**config.mk**
```make
export PLATFORM = sky130hd
export DESIGN_NAME = mc_control_unit_flat
export DESIGN_NICKNAME = d
export VERILOG_FILES = /design/src/rtl/mc_control_unit_if.sv /design/src/rtl/mc_control_unit.sv /design/src/flat_wrapper.sv
export SDC_FILE = /design/constraint.sdc
export NUM_CORES = 1
export LEC_CHECK = 0
export ABC_AREA = 1
export CORE_MARGIN = 4
export CORE_UTILIZATION = 42
export CTS_BUF_LIST = sky130_fd_sc_hd__clkbuf_2 sky130_fd_sc_hd__clkbuf_4 sky130_fd_sc_hd__clkbuf_8
export DETAILED_ROUTE_END_ITERATION = 16
export GPL_TIMING_DRIVEN = 1
export PLACE_DENSITY = 0.88
export SETUP_SLACK_MARGIN = 0.02
export SLEW_MARGIN = 40
export SYNTH_ARGS = -nofsm -noshare
export SYNTH_HDL_FRONTEND = slang
export SYNTH_SLANG_ARGS = --single-unit
```
**constraint.sdc**
```tcl
create_clock -name clk -period 1.4 [get_ports clk]
set_input_delay 0.14 -clock clk [delete_from_list [all_inputs] [get_ports clk]]
set_output_delay 0.14 -clock clk [all_outputs]
set_load 0.02 [all_outputs]
```
**src/rtl/mc_control_unit_if.sv**
```systemverilog
// Control-unit bus: instruction fields and ALU flag in, datapath controls and debug out.
// The control unit takes the master modport; the datapath side takes the slave modport.
interface mc_control_unit_if #(
    parameter int unsigned STATE_W = 4
);
    logic [6:0]         op;
    logic [2:0]         funct3;
    logic               funct7b5;
    logic               Zero;
    logic               PCWrite;
    logic               AdrSrc;
    logic               MemWrite;
    logic               IRWrite;
    logic               RegWrite;
    logic [1:0]         ResultSrc;
    logic [1:0]         ALUSrcA;
    logic [1:0]         ALUSrcB;
    logic [1:0]         ImmSrc;
    logic [2:0]         ALUControl;
    logic               retire;
    logic               illegal;
    logic [STATE_W-1:0] state_dbg;

    modport master (
        input  op, funct3, funct7b5, Zero,
        output PCWrite, AdrSrc, MemWrite, IRWrite, RegWrite, ResultSrc, ALUSrcA, ALUSrcB,
        output ImmSrc, ALUControl, retire, illegal, state_dbg
    );

    modport slave (
        output op, funct3, funct7b5, Zero,
        input  PCWrite, AdrSrc, MemWrite, IRWrite, RegWrite, ResultSrc, ALUSrcA, ALUSrcB,
        input  ImmSrc, ALUControl, retire, illegal, state_dbg
    );
endinterface

```
**src/rtl/mc_control_unit.sv**
```systemverilog
// Multicycle RV32 control unit: main FSM with registered Moore controls plus ALU decoder.
// Supports lw, sw, R-type, I-type ALU, beq and jal; unknown opcodes lock into TRAP.
module mc_control_unit #(
    parameter int unsigned STATE_W = 4
) (
    input  logic               clk,
    input  logic               rst_n,
    mc_control_unit_if.master  bus
);

    typedef enum logic [3:0] {
        StFetch    = 4'd0,
        StDecode   = 4'd1,
        StMemAdr   = 4'd2,
        StMemRead  = 4'd3,
        StMemWb    = 4'd4,
        StMemWrite = 4'd5,
        StExecuteR = 4'd6,
        StAluWb    = 4'd7,
        StExecuteI = 4'd8,
        StJal      = 4'd9,
        StBeq      = 4'd10,
        StTrap     = 4'd11
    } state_e;

    localparam logic [6:0] OpLw   = 7'b0000011;
    localparam logic [6:0] OpSw   = 7'b0100011;
    localparam logic [6:0] OpR    = 7'b0110011;
    localparam logic [6:0] OpI    = 7'b0010011;
    localparam logic [6:0] OpBeq  = 7'b1100011;
    localparam logic [6:0] OpJal  = 7'b1101111;

    localparam logic [1:0] AluOpAdd   = 2'b00;
    localparam logic [1:0] AluOpSub   = 2'b01;
    localparam logic [1:0] AluOpFunct = 2'b10;

    localparam logic [2:0] AluAdd = 3'b000;
    localparam logic [2:0] AluSub = 3'b001;
    localparam logic [2:0] AluAnd = 3'b010;
    localparam logic [2:0] AluOr  = 3'b011;
    localparam logic [2:0] AluSlt = 3'b101;

    typedef struct packed {
        logic       pc_update;
        logic       branch;
        logic       adr_src;
        logic       mem_write;
        logic       ir_write;
        logic       reg_write;
        logic [1:0] result_src;
        logic [1:0] alu_src_a;
        logic [1:0] alu_src_b;
        logic [1:0] alu_op;
        logic       retire;
        logic       illegal;
    } ctrl_t;

    state_e state_q, state_d;
    ctrl_t  ctrl_q;

    // Control word for a state; registered alongside the state so outputs come straight from flops.
    function automatic ctrl_t ctrl_for(input state_e s);
        ctrl_t c;
        c = '0;
        case (s)
            StFetch: begin
                c.ir_write   = 1'b1;
                c.alu_src_b  = 2'b10;
                c.result_src = 2'b10;
                c.pc_update  = 1'b1;
            end
            StDecode: begin
                c.alu_src_a = 2'b01;
                c.alu_src_b = 2'b01;
            end
            StMemAdr: begin
                c.alu_src_a = 2'b10;
                c.alu_src_b = 2'b01;
            end
            StMemRead: begin
                c.adr_src = 1'b1;
            end
            StMemWb: begin
                c.result_src = 2'b01;
                c.reg_write  = 1'b1;
                c.retire     = 1'b1;
            end
            StMemWrite: begin
                c.adr_src   = 1'b1;
                c.mem_write = 1'b1;
                c.retire    = 1'b1;
            end
            StExecuteR: begin
                c.alu_src_a = 2'b10;
                c.alu_op    = AluOpFunct;
            end
            StExecuteI: begin
                c.alu_src_a = 2'b10;
                c.alu_src_b = 2'b01;
                c.alu_op    = AluOpFunct;
            end
            StAluWb: begin
                c.reg_write = 1'b1;
                c.retire    = 1'b1;
            end
            StBeq: begin
                c.alu_src_a = 2'b10;
                c.alu_op    = AluOpSub;
                c.branch    = 1'b1;
                c.retire    = 1'b1;
            end
            StJal: begin
                c.alu_src_a = 2'b01;
                c.alu_src_b = 2'b10;
                c.pc_update = 1'b1;
            end
            StTrap: begin
                c.illegal = 1'b1;
            end
            default: c = '0;
        endcase
        return c;
    endfunction

    always_comb begin
        state_d = state_q;
        case (state_q)
            StFetch:    state_d = StDecode;
            StDecode: begin
                case (bus.op)
                    OpLw, OpSw: state_d = StMemAdr;
                    OpR:        state_d = StExecuteR;
                    OpI:        state_d = StExecuteI;
                    OpBeq:      state_d = StBeq;
                    OpJal:      state_d = StJal;
                    default:    state_d = StTrap;
                endcase
            end
            StMemAdr:   state_d = (bus.op == OpSw) ? StMemWrite : StMemRead;
            StMemRead:  state_d = StMemWb;
            StMemWb:    state_d = StFetch;
            StMemWrite: state_d = StFetch;
            StExecuteR: state_d = StAluWb;
            StExecuteI: state_d = StAluWb;
            StAluWb:    state_d = StFetch;
            StBeq:      state_d = StFetch;
            StJal:      state_d = StAluWb;
            StTrap:     state_d = StTrap;
            default:    state_d = StTrap;
        endcase
    end

    always_ff @(posedge clk or negedge rst_n) begin
        if (!rst_n) begin
            state_q <= StFetch;
            ctrl_q  <= ctrl_for(StFetch);
        end else begin
            state_q <= state_d;
            ctrl_q  <= ctrl_for(state_d);
        end
    end

    // Enables are masked by rst_n so a mid-instruction reset kills every write at once, while
    // the FETCH controls are already in place for the first edge after release.
    assign bus.PCWrite  = rst_n & (ctrl_q.pc_update | (ctrl_q.branch & bus.Zero));
    assign bus.IRWrite  = rst_n & ctrl_q.ir_write;
    assign bus.MemWrite = rst_n & ctrl_q.mem_write;
    assign bus.RegWrite = rst_n & ctrl_q.reg_write;
    assign bus.retire   = rst_n & ctrl_q.retire;
    assign bus.illegal  = rst_n & ctrl_q.illegal;

    assign bus.AdrSrc    = ctrl_q.adr_src;
    assign bus.ResultSrc = ctrl_q.result_src;
    assign bus.ALUSrcA   = ctrl_q.alu_src_a;
    assign bus.ALUSrcB   = ctrl_q.alu_src_b;
    assign bus.state_dbg = STATE_W'(state_q);

    always_comb begin
        case (bus.op)
            OpSw:    bus.ImmSrc = 2'b01;
            OpBeq:   bus.ImmSrc = 2'b10;
            OpJal:   bus.ImmSrc = 2'b11;
            default: bus.ImmSrc = 2'b00;
        endcase
    end

    // Only R-type (op[5] set) turns funct3=000 with funct7b5 into sub; addi never does.
    always_comb begin
        bus.ALUControl = AluAdd;
        case (ctrl_q.alu_op)
            AluOpSub: bus.ALUControl = AluSub;
            AluOpFunct: begin
                case (bus.funct3)
                    3'b000:  bus.ALUControl = (bus.op[5] & bus.funct7b5) ? AluSub : AluAdd;
                    3'b010:  bus.ALUControl = AluSlt;
                    3'b110:  bus.ALUControl = AluOr;
                    3'b111:  bus.ALUControl = AluAnd;
                    default: bus.ALUControl = AluAdd;
                endcase
            end
            default: bus.ALUControl = AluAdd;
        endcase
    end

endmodule
```
**src/flat_wrapper.sv**
```systemverilog
// flat-port wrapper written by rule: the top's interface ports become plain ports
module mc_control_unit_flat 
#(
    parameter int unsigned STATE_W = 4
)
  (clk, rst_n, bus_op, bus_funct3, bus_funct7b5, bus_Zero, bus_PCWrite, bus_AdrSrc, bus_MemWrite, bus_IRWrite, bus_RegWrite, bus_ResultSrc, bus_ALUSrcA, bus_ALUSrcB, bus_ImmSrc, bus_ALUControl, bus_retire, bus_illegal, bus_state_dbg);
  mc_control_unit_if #(.STATE_W(STATE_W)) bus_i ();
  input  logic clk;
  input  logic rst_n;
  input wire logic [$bits(bus_i.op)-1:0] bus_op;
  input wire logic [$bits(bus_i.funct3)-1:0] bus_funct3;
  input wire logic [$bits(bus_i.funct7b5)-1:0] bus_funct7b5;
  input wire logic [$bits(bus_i.Zero)-1:0] bus_Zero;
  output wire logic [$bits(bus_i.PCWrite)-1:0] bus_PCWrite;
  output wire logic [$bits(bus_i.AdrSrc)-1:0] bus_AdrSrc;
  output wire logic [$bits(bus_i.MemWrite)-1:0] bus_MemWrite;
  output wire logic [$bits(bus_i.IRWrite)-1:0] bus_IRWrite;
  output wire logic [$bits(bus_i.RegWrite)-1:0] bus_RegWrite;
  output wire logic [$bits(bus_i.ResultSrc)-1:0] bus_ResultSrc;
  output wire logic [$bits(bus_i.ALUSrcA)-1:0] bus_ALUSrcA;
  output wire logic [$bits(bus_i.ALUSrcB)-1:0] bus_ALUSrcB;
  output wire logic [$bits(bus_i.ImmSrc)-1:0] bus_ImmSrc;
  output wire logic [$bits(bus_i.ALUControl)-1:0] bus_ALUControl;
  output wire logic [$bits(bus_i.retire)-1:0] bus_retire;
  output wire logic [$bits(bus_i.illegal)-1:0] bus_illegal;
  output wire logic [$bits(bus_i.state_dbg)-1:0] bus_state_dbg;
  assign bus_i.op = bus_op;
  assign bus_i.funct3 = bus_funct3;
  assign bus_i.funct7b5 = bus_funct7b5;
  assign bus_i.Zero = bus_Zero;
  assign bus_PCWrite = bus_i.PCWrite;
  assign bus_AdrSrc = bus_i.AdrSrc;
  assign bus_MemWrite = bus_i.MemWrite;
  assign bus_IRWrite = bus_i.IRWrite;
  assign bus_RegWrite = bus_i.RegWrite;
  assign bus_ResultSrc = bus_i.ResultSrc;
  assign bus_ALUSrcA = bus_i.ALUSrcA;
  assign bus_ALUSrcB = bus_i.ALUSrcB;
  assign bus_ImmSrc = bus_i.ImmSrc;
  assign bus_ALUControl = bus_i.ALUControl;
  assign bus_retire = bus_i.retire;
  assign bus_illegal = bus_i.illegal;
  assign bus_state_dbg = bus_i.state_dbg;
  mc_control_unit #(.STATE_W(STATE_W)) u_core (.clk(clk), .rst_n(rst_n), .bus(bus_i));
endmodule
```
==> results of run 1 <==
## final cells by class
type                       instances  area (um^2)  area share
multi-input combinational         87          664       0.350
timing repair buffer              68          598       0.315
sequential                        18          459       0.242
inverter                          28          108      0.0567
tap                               30         37.5      0.0198
clock buffer                       4         30.0      0.0158
## flip-flops by register name, indices dropped and copies added (netlist names)
register,count
u_core.bus.ALUSrcA,2
u_core.bus.ALUSrcB,2
u_core.bus.AdrSrc,1
u_core.bus.ResultSrc,1
u_core.bus.state_dbg,4
u_core.ctrl_q,8
## timing repair
action,in CTS,in global routing
hold buffers,0,0
setup endpoints to repair,27,23
hold endpoints to repair,0,0
gates resized for setup,62,39
setup buffers,3,9
pin swaps,7,16
## path summary, 6_finish.rpt
kind	start	endpoint	slack, ps
max in group asynchronous	rst_n	u_core.ctrl_q[11]	900
min	rst_n	u_core.ctrl_q[12]	270
min reg2reg	u_core.bus.state_dbg[3]	u_core.bus.ResultSrc[0]	670
min in group clk	bus_op[4]	u_core.ctrl_q[3]	410
max	bus_op[3]	u_core.ctrl_q[0]	-200
max reg2reg	u_core.bus.state_dbg[2]	u_core.bus.ALUSrcB[0]	-180
## Yosys cell counts
master and instances:
a21oi_4 1, a31oi_1 1, nand2_1 29, and2_4 1, clkinv_1 1, nor3_1 3
nor4b_1 1, dfrtp_1 15, nor2_1 17, nand2_2 4, nand3_1 11, inv_2 3
nor2_2 1, nand4_2 2, o21ai_0 1, inv_1 24, and3_1 1, o21bai_2 1
ha_1 2, and2_1 1, nor4_1 1, a21oi_2 2, o211ai_1 2, a21oi_1 4
buf_4 6, nor2_4 1, dfstp_2 3
## report_power, final
| group | total, mW | internal (mW) | switching (mW) |
|---|---|---|---|
| Combinational | 2.94 | 1.30 | 1.64 |
| Sequential | 0.921 | 0.773 | 0.147 |
| Clock | 0.288 | 0.130 | 0.157 |
| Total | 4.15 | 2.20 | 1.95 |
## layer usage
| metal | global-route usage | vias to the layer above |
|---|---|---|
| met2 | 0.321 | 63 |
| met5 | 0 | - |
| met1 | 0.167 | 564 |
| li1 | - | 558 |
| met3 | 0.0263 | 18 |
| met4 | 0.0795 | 0 |
## cell usage in the layout (no fill, tap or decap), types with 2 or more instances in the layout
cell type,instances
buf_4,31
nand2_1,21
inv_1,18
clkdlybuf4s50_1,12
nor2_1,11
dfrtp_1,11
dlygate4sd2_1,10
inv_2,9
nand2_2,8
nand3_2,7
dlymetal6s2s_1,5
nor2_2,4
nor2_4,4
nand2_4,4
nand3_1,4
clkbuf_4,4
buf_6,4
dfrtp_2,4
a21oi_4,3
buf_2,3
dfstp_2,3
o211ai_1,2
a21oi_2,2
nand4_4,2
nor3_2,2
a21oi_1,2
## cells by family (layout without fill, tap and decap cells)
group | Yosys count | count (layout) | synth area share
adder cells (fa/ha/maj) | 2 | 2 | 0.0234
flip-flops | 18 | 18 | 0.426
buffers and inverters | 34 | 100 | 0.141
AO/OA/AOI/OAI | 12 | 12 | 0.0856
AND/OR/NAND/NOR | 73 | 73 | 0.325
## worst reg2reg max path, cell delays in order, from the launching register on
cell,delay [ps]
dfrtp_2,460
nor2_4,190
nor2_4,60
buf_4,140
a21oi_4,200
nand3_2,140
nor2_1,120
nand3_1,110
nand3_2,100
==> flow_metrics.env, run 1 <==
export IMPL_row_count=18
export IMPL_first_pass_iters=6
export IMPL_diodes=0
export IMPL_vdd_drop_max_uv=2080
export IMPL_failed_checks="setup timing"
export IMPL_final_setup_tns_ps=-1910
export IMPL_route_met2_wl_um=1990
export IMPL_holdWs_ps=273
export IMPL_finalWeightedCongestion=0.845
export IMPL_rsz0062_at_grt="yes"
export IMPL_crit_slowest_cell="clkdlybuf4s50_1"
export IMPL_placed_area_um2=1590
export IMPL_fin_area_um2=1900
export IMPL_required_ps=1590
export IMPL_status="finished, violations left"
export IMPL_grt_antenna_before_repair=0
export IMPL_final_nets=222
export IMPL_finalCriticalPeriod_ps=1600
export IMPL_max_cap_viol_count=0
export IMPL_synth_top_cells_by_area="dfrtp_1 (35%), nand2_1 (10%), inv_1 (8.4%)"
export IMPL_yosysTopAreaCell="dfrtp_1"
export IMPL_skew_ps=8.44
export IMPL_cp_cell_sequence="clkdlybuf4s50_1 > nor2_2 > nand2_2 > inv_2 > buf_4 > o211ai_1 > a21oi_4 > inv_2 > and3_4"
export IMPL_ant_nets=0
export IMPL_die_area_um2=3410
export IMPL_clkTransAtPathRegs_ps=110
export IMPL_cpMostUsedCell="inv_2"
export IMPL_yosysWarnings=0
export IMPL_cp_start_kind="input pin"
export IMPL_critPathMaxStageDelay_ps=450
export IMPL_hold_path_class="in -> async"
export IMPL_yosysUniqueCellTypes=27
export IMPL_total_power_mw=4.15
export IMPL_drt_met1_wl_um=1210
export IMPL_setup_slack_ps=-196
export IMPL_fp_dieW_um=58.4
export IMPL_ys_ff_latch=18
export IMPL_finalMaxSlewViolations=0
export IMPL_tritoncts="done"
export IMPL_wl_met3_um=235
export IMPL_cts_num_sinks=18
export IMPL_power_density_nw_per_um2=2190
export IMPL_finalSetupViolations=16
export IMPL_coreArea_um2=2450
export IMPL_dpl_worst_slack_ps=-385
export IMPL_stdcell_count=235
export IMPL_drtIter0Drc=21
export IMPL_max_slew_margin=0.789
export IMPL_fmax_mhz=627
export IMPL_num_vias=1203
export IMPL_io_pins=36
export IMPL_crit_type="in -> reg"
export IMPL_path_delay_family="buffers and inverters"
export IMPL_synth_area_um2=1070
export IMPL_drive_gt1_frac=0.502
export IMPL_synthToLayoutAreaGrowth_pct=77.7
export IMPL_viasPerCell=5.12
export IMPL_postSynthCellCount=139
export IMPL_clock_path_buffers=2
export IMPL_cp_end_kind="register"
export IMPL_p_leak_nw=1.07
export IMPL_synth_nets=155
export IMPL_crit_buf_inv=4
export IMPL_grt_first_pass_wirelength_um=4380
export IMPL_fin_crit_sh=1.14
export IMPL_clock_latency_ps=290
export IMPL_cts_root_buf="clkbuf_4"
export IMPL_die_y_um=58.4
export IMPL_io_buffer_count=35
export IMPL_overflow=0
export IMPL_wl_um=3550
export IMPL_worst_r2r_cell_count=8
export IMPL_start_util=0.435
export IMPL_top_layer="met4"
export IMPL_finalHoldViolCount=0
export IMPL_dpl_cell_count=219
export IMPL_first_global_vias=1088
export IMPL_crit_fanout=5
export IMPL_drc=0
export IMPL_numCtsBuffers=3
export IMPL_crit_arrival_ps=1780
export IMPL_fillers=151
export IMPL_path_depth=9
export IMPL_tightest_slew_ps=315
export IMPL_utilization=0.773
export IMPL_postSynthAreaPerCell_um2=7.68
export IMPL_track_usage=0.165
export IMPL_synth_top_area_share=0.352
export IMPL_hpwl_um=2000
export IMPL_h_tree_depth=1
export IMPL_grt_max_degree=11
export IMPL_wl_per_cell_um=15.1
export IMPL_yosysSeqAreaShare=0.426
Note: power is estimated with default switching activity, not from simulation.
==> inputs of run 2 (changes only) <==
SETUP_SLACK_MARGIN = 0.5   (was 0.02)
SLEW_MARGIN = 20   (was 40)
==> flow_metrics.env, run 2 (synthesized netlist as in run 1, its figures left out) <==
export IMPL_diodes=0
export IMPL_h_tree_depth=1
export IMPL_crit_fanout=4
export IMPL_pwr_share_clk=0.054
export IMPL_finalCriticalPeriod_ps=1730
export IMPL_crit_arrival_ps=1900
export IMPL_final_nets=237
export IMPL_clock_latency_ps=290
export IMPL_switching_share=0.464
export IMPL_io_pins=36
export IMPL_coreArea_um2=2450
export IMPL_numCtsBuffers=3
export IMPL_fillers=75
export IMPL_grt_antenna_before_repair=0
export IMPL_largest_reg_flops=8
export IMPL_drive_gt1_frac=0.714
export IMPL_largest_register="u_core.ctrl_q"
export IMPL_hold_path_class="in -> async"
export IMPL_drtIter0Drc=58
export IMPL_tightest_slew_ps=338
export IMPL_grt_max_degree=11
export IMPL_viasPerCell=5.42
export IMPL_wl_um=5110
export IMPL_first_global_vias=1383
export IMPL_fin_crit_sh=1.24
export IMPL_skew_ps=1.59
export IMPL_route_met2_wl_um=2630
export IMPL_drc=0
export IMPL_grt_first_pass_wirelength_um=5980
export IMPL_fp_dieW_um=58.4
export IMPL_wl_met3_um=363
export IMPL_row_count=18
export IMPL_track_usage=0.229
export IMPL_max_cap_viol_count=0
export IMPL_final_cell_mix="buf_6 (42), buf_4 (27), nand2_1 (14), inv_1 (14), dfrtp_1 (11)"
export IMPL_io_buffer_count=35
export IMPL_p_leak_nw=1.16
export IMPL_vdd_drop_max_uv=2860
export IMPL_finalMaxSlewViolations=0
export IMPL_die_area_um2=3410
export IMPL_cp_end_kind="register"
export IMPL_p_comb_frac=0.758
export IMPL_clkTransAtPathRegs_ps=100
export IMPL_max_slew_margin=0.774
export IMPL_num_vias=1355
export IMPL_required_ps=1560
export IMPL_cp_start_kind="register"
export IMPL_internal_power_mw=2.87
export IMPL_stdcell_count=250
export IMPL_crit_type="reg -> reg"
export IMPL_die_y_um=58.4
export IMPL_cts_root_buf="clkbuf_4"
export IMPL_worst_r2r_cell_count=8
export IMPL_dpl_cell_count=225
export IMPL_tritoncts="done"
export IMPL_top_layer="met4"
export IMPL_first_pass_iters=4
export IMPL_finalWeightedCongestion=0.832
export IMPL_rsz0062_at_grt="yes"
export IMPL_ant_nets=0
export IMPL_synthToLayoutAreaGrowth_pct=110
export IMPL_setup_slack_ps=-334
export IMPL_utilization=0.914
export IMPL_wl_per_cell_um=20.4
export IMPL_start_util=0.435
export IMPL_multi_input_area_um2=776
export IMPL_cts_num_sinks=18
export IMPL_total_power_mw=5.36
export IMPL_p_switching_mw=2.49
export IMPL_failed_checks="setup timing"
export IMPL_dpl_worst_slack_ps=-474
export IMPL_power_density_nw_per_um2=2390
export IMPL_finalHoldViolCount=0
export IMPL_pwr_share_seq=0.188
export IMPL_finalSetupViolations=17
export IMPL_drt_met1_wl_um=1900
export IMPL_seqCellArea_um2=459
export IMPL_final_common_cell="buf_6"
export IMPL_fmax_mhz=577
export IMPL_clock_path_buffers=2
export IMPL_overflow=0
export IMPL_hpwl_um=2190
export IMPL_status="finished, violations left"
-- run 2: path summary, 6_finish.rpt --
check | to | startpoint | slack [ps]
hold / removal | u_core.bus.ALUSrcA[0] | rst_n | 150
setup reg to reg | u_core.bus.ALUSrcA[1] | u_core.bus.state_dbg[2] | -330
hold reg to reg | u_core.bus.ResultSrc[0] | u_core.bus.state_dbg[3] | 690
min in group clk | u_core.ctrl_q[12] | bus_op[6] | 460
setup / recovery | u_core.bus.ALUSrcA[1] | u_core.bus.state_dbg[2] | -330
max in group asynchronous | u_core.bus.ALUSrcB[1] | rst_n | 1030
-- run 2: per-stage QoR --
stage,TNS [ps],area (um^2),hold WS [ps]
after CTS,-1190,1960,83.9
after detailed placement,-7550,1680,627
after global routing,-3950,2240,168
final,-3200,2240,146
after global placement,-6630,1680,617
after floorplan,0,1130,-156
-- run 2: timing repair --
item,in CTS,in global routing
pin swaps,22,19
hold buffers,0,0
setup endpoints to repair,39,40
endpoints found under the hold margin,0,0
resized for setup,210,48
setup buffers,8,13
-- run 2: power groups by stage --
| stage | Clock (mW) | Sequential, mW | Combinational (mW) |
|---|---|---|---|
| after floorplan | 0 | 0.990 | 1.32 |
| after global placement | 0 | 0.913 | 2.18 |
| after detailed placement | 0 | 0.931 | 2.26 |
| after CTS | 0.282 | 0.955 | 2.94 |
| after global routing | 0.309 | 1.02 | 4.19 |
| final | 0.289 | 1.00 | 4.06 |
-- run 2: layout make-up --
| type | instances | share of cell area |
|---|---|---|
| sequential | 18 | 0.205 |
| inverter | 28 | 0.0524 |
| clock buffer | 4 | 0.0134 |
| timing repair buffer | 83 | 0.367 |
| tap | 30 | 0.0167 |
| multi-input combinational | 87 | 0.346 |
-- run 2: critical path: stages (launching register included) --
cell and delay [ps]:
dfrtp_2 470, nor2_4 250, inv_4 80, nor2_4 190, nand3_4 110, nand2_1 90
nor2_1 50, o211ai_1 220, nand3_2 140
-- run 2: layer usage --
metal / track usage / up-vias
met4: 0.106 / 0
met2: 0.458 / 85
met1: 0.218 / 656
li1: - / 590
met5: 0 / -
met3: 0.0461 / 24
==> inputs of run 3 (changes only) <==
SLEW_MARGIN = 10   (was 20)
==> results of run 3 <==
No change in the layout: final DEF, timing and power equal those of run 2.
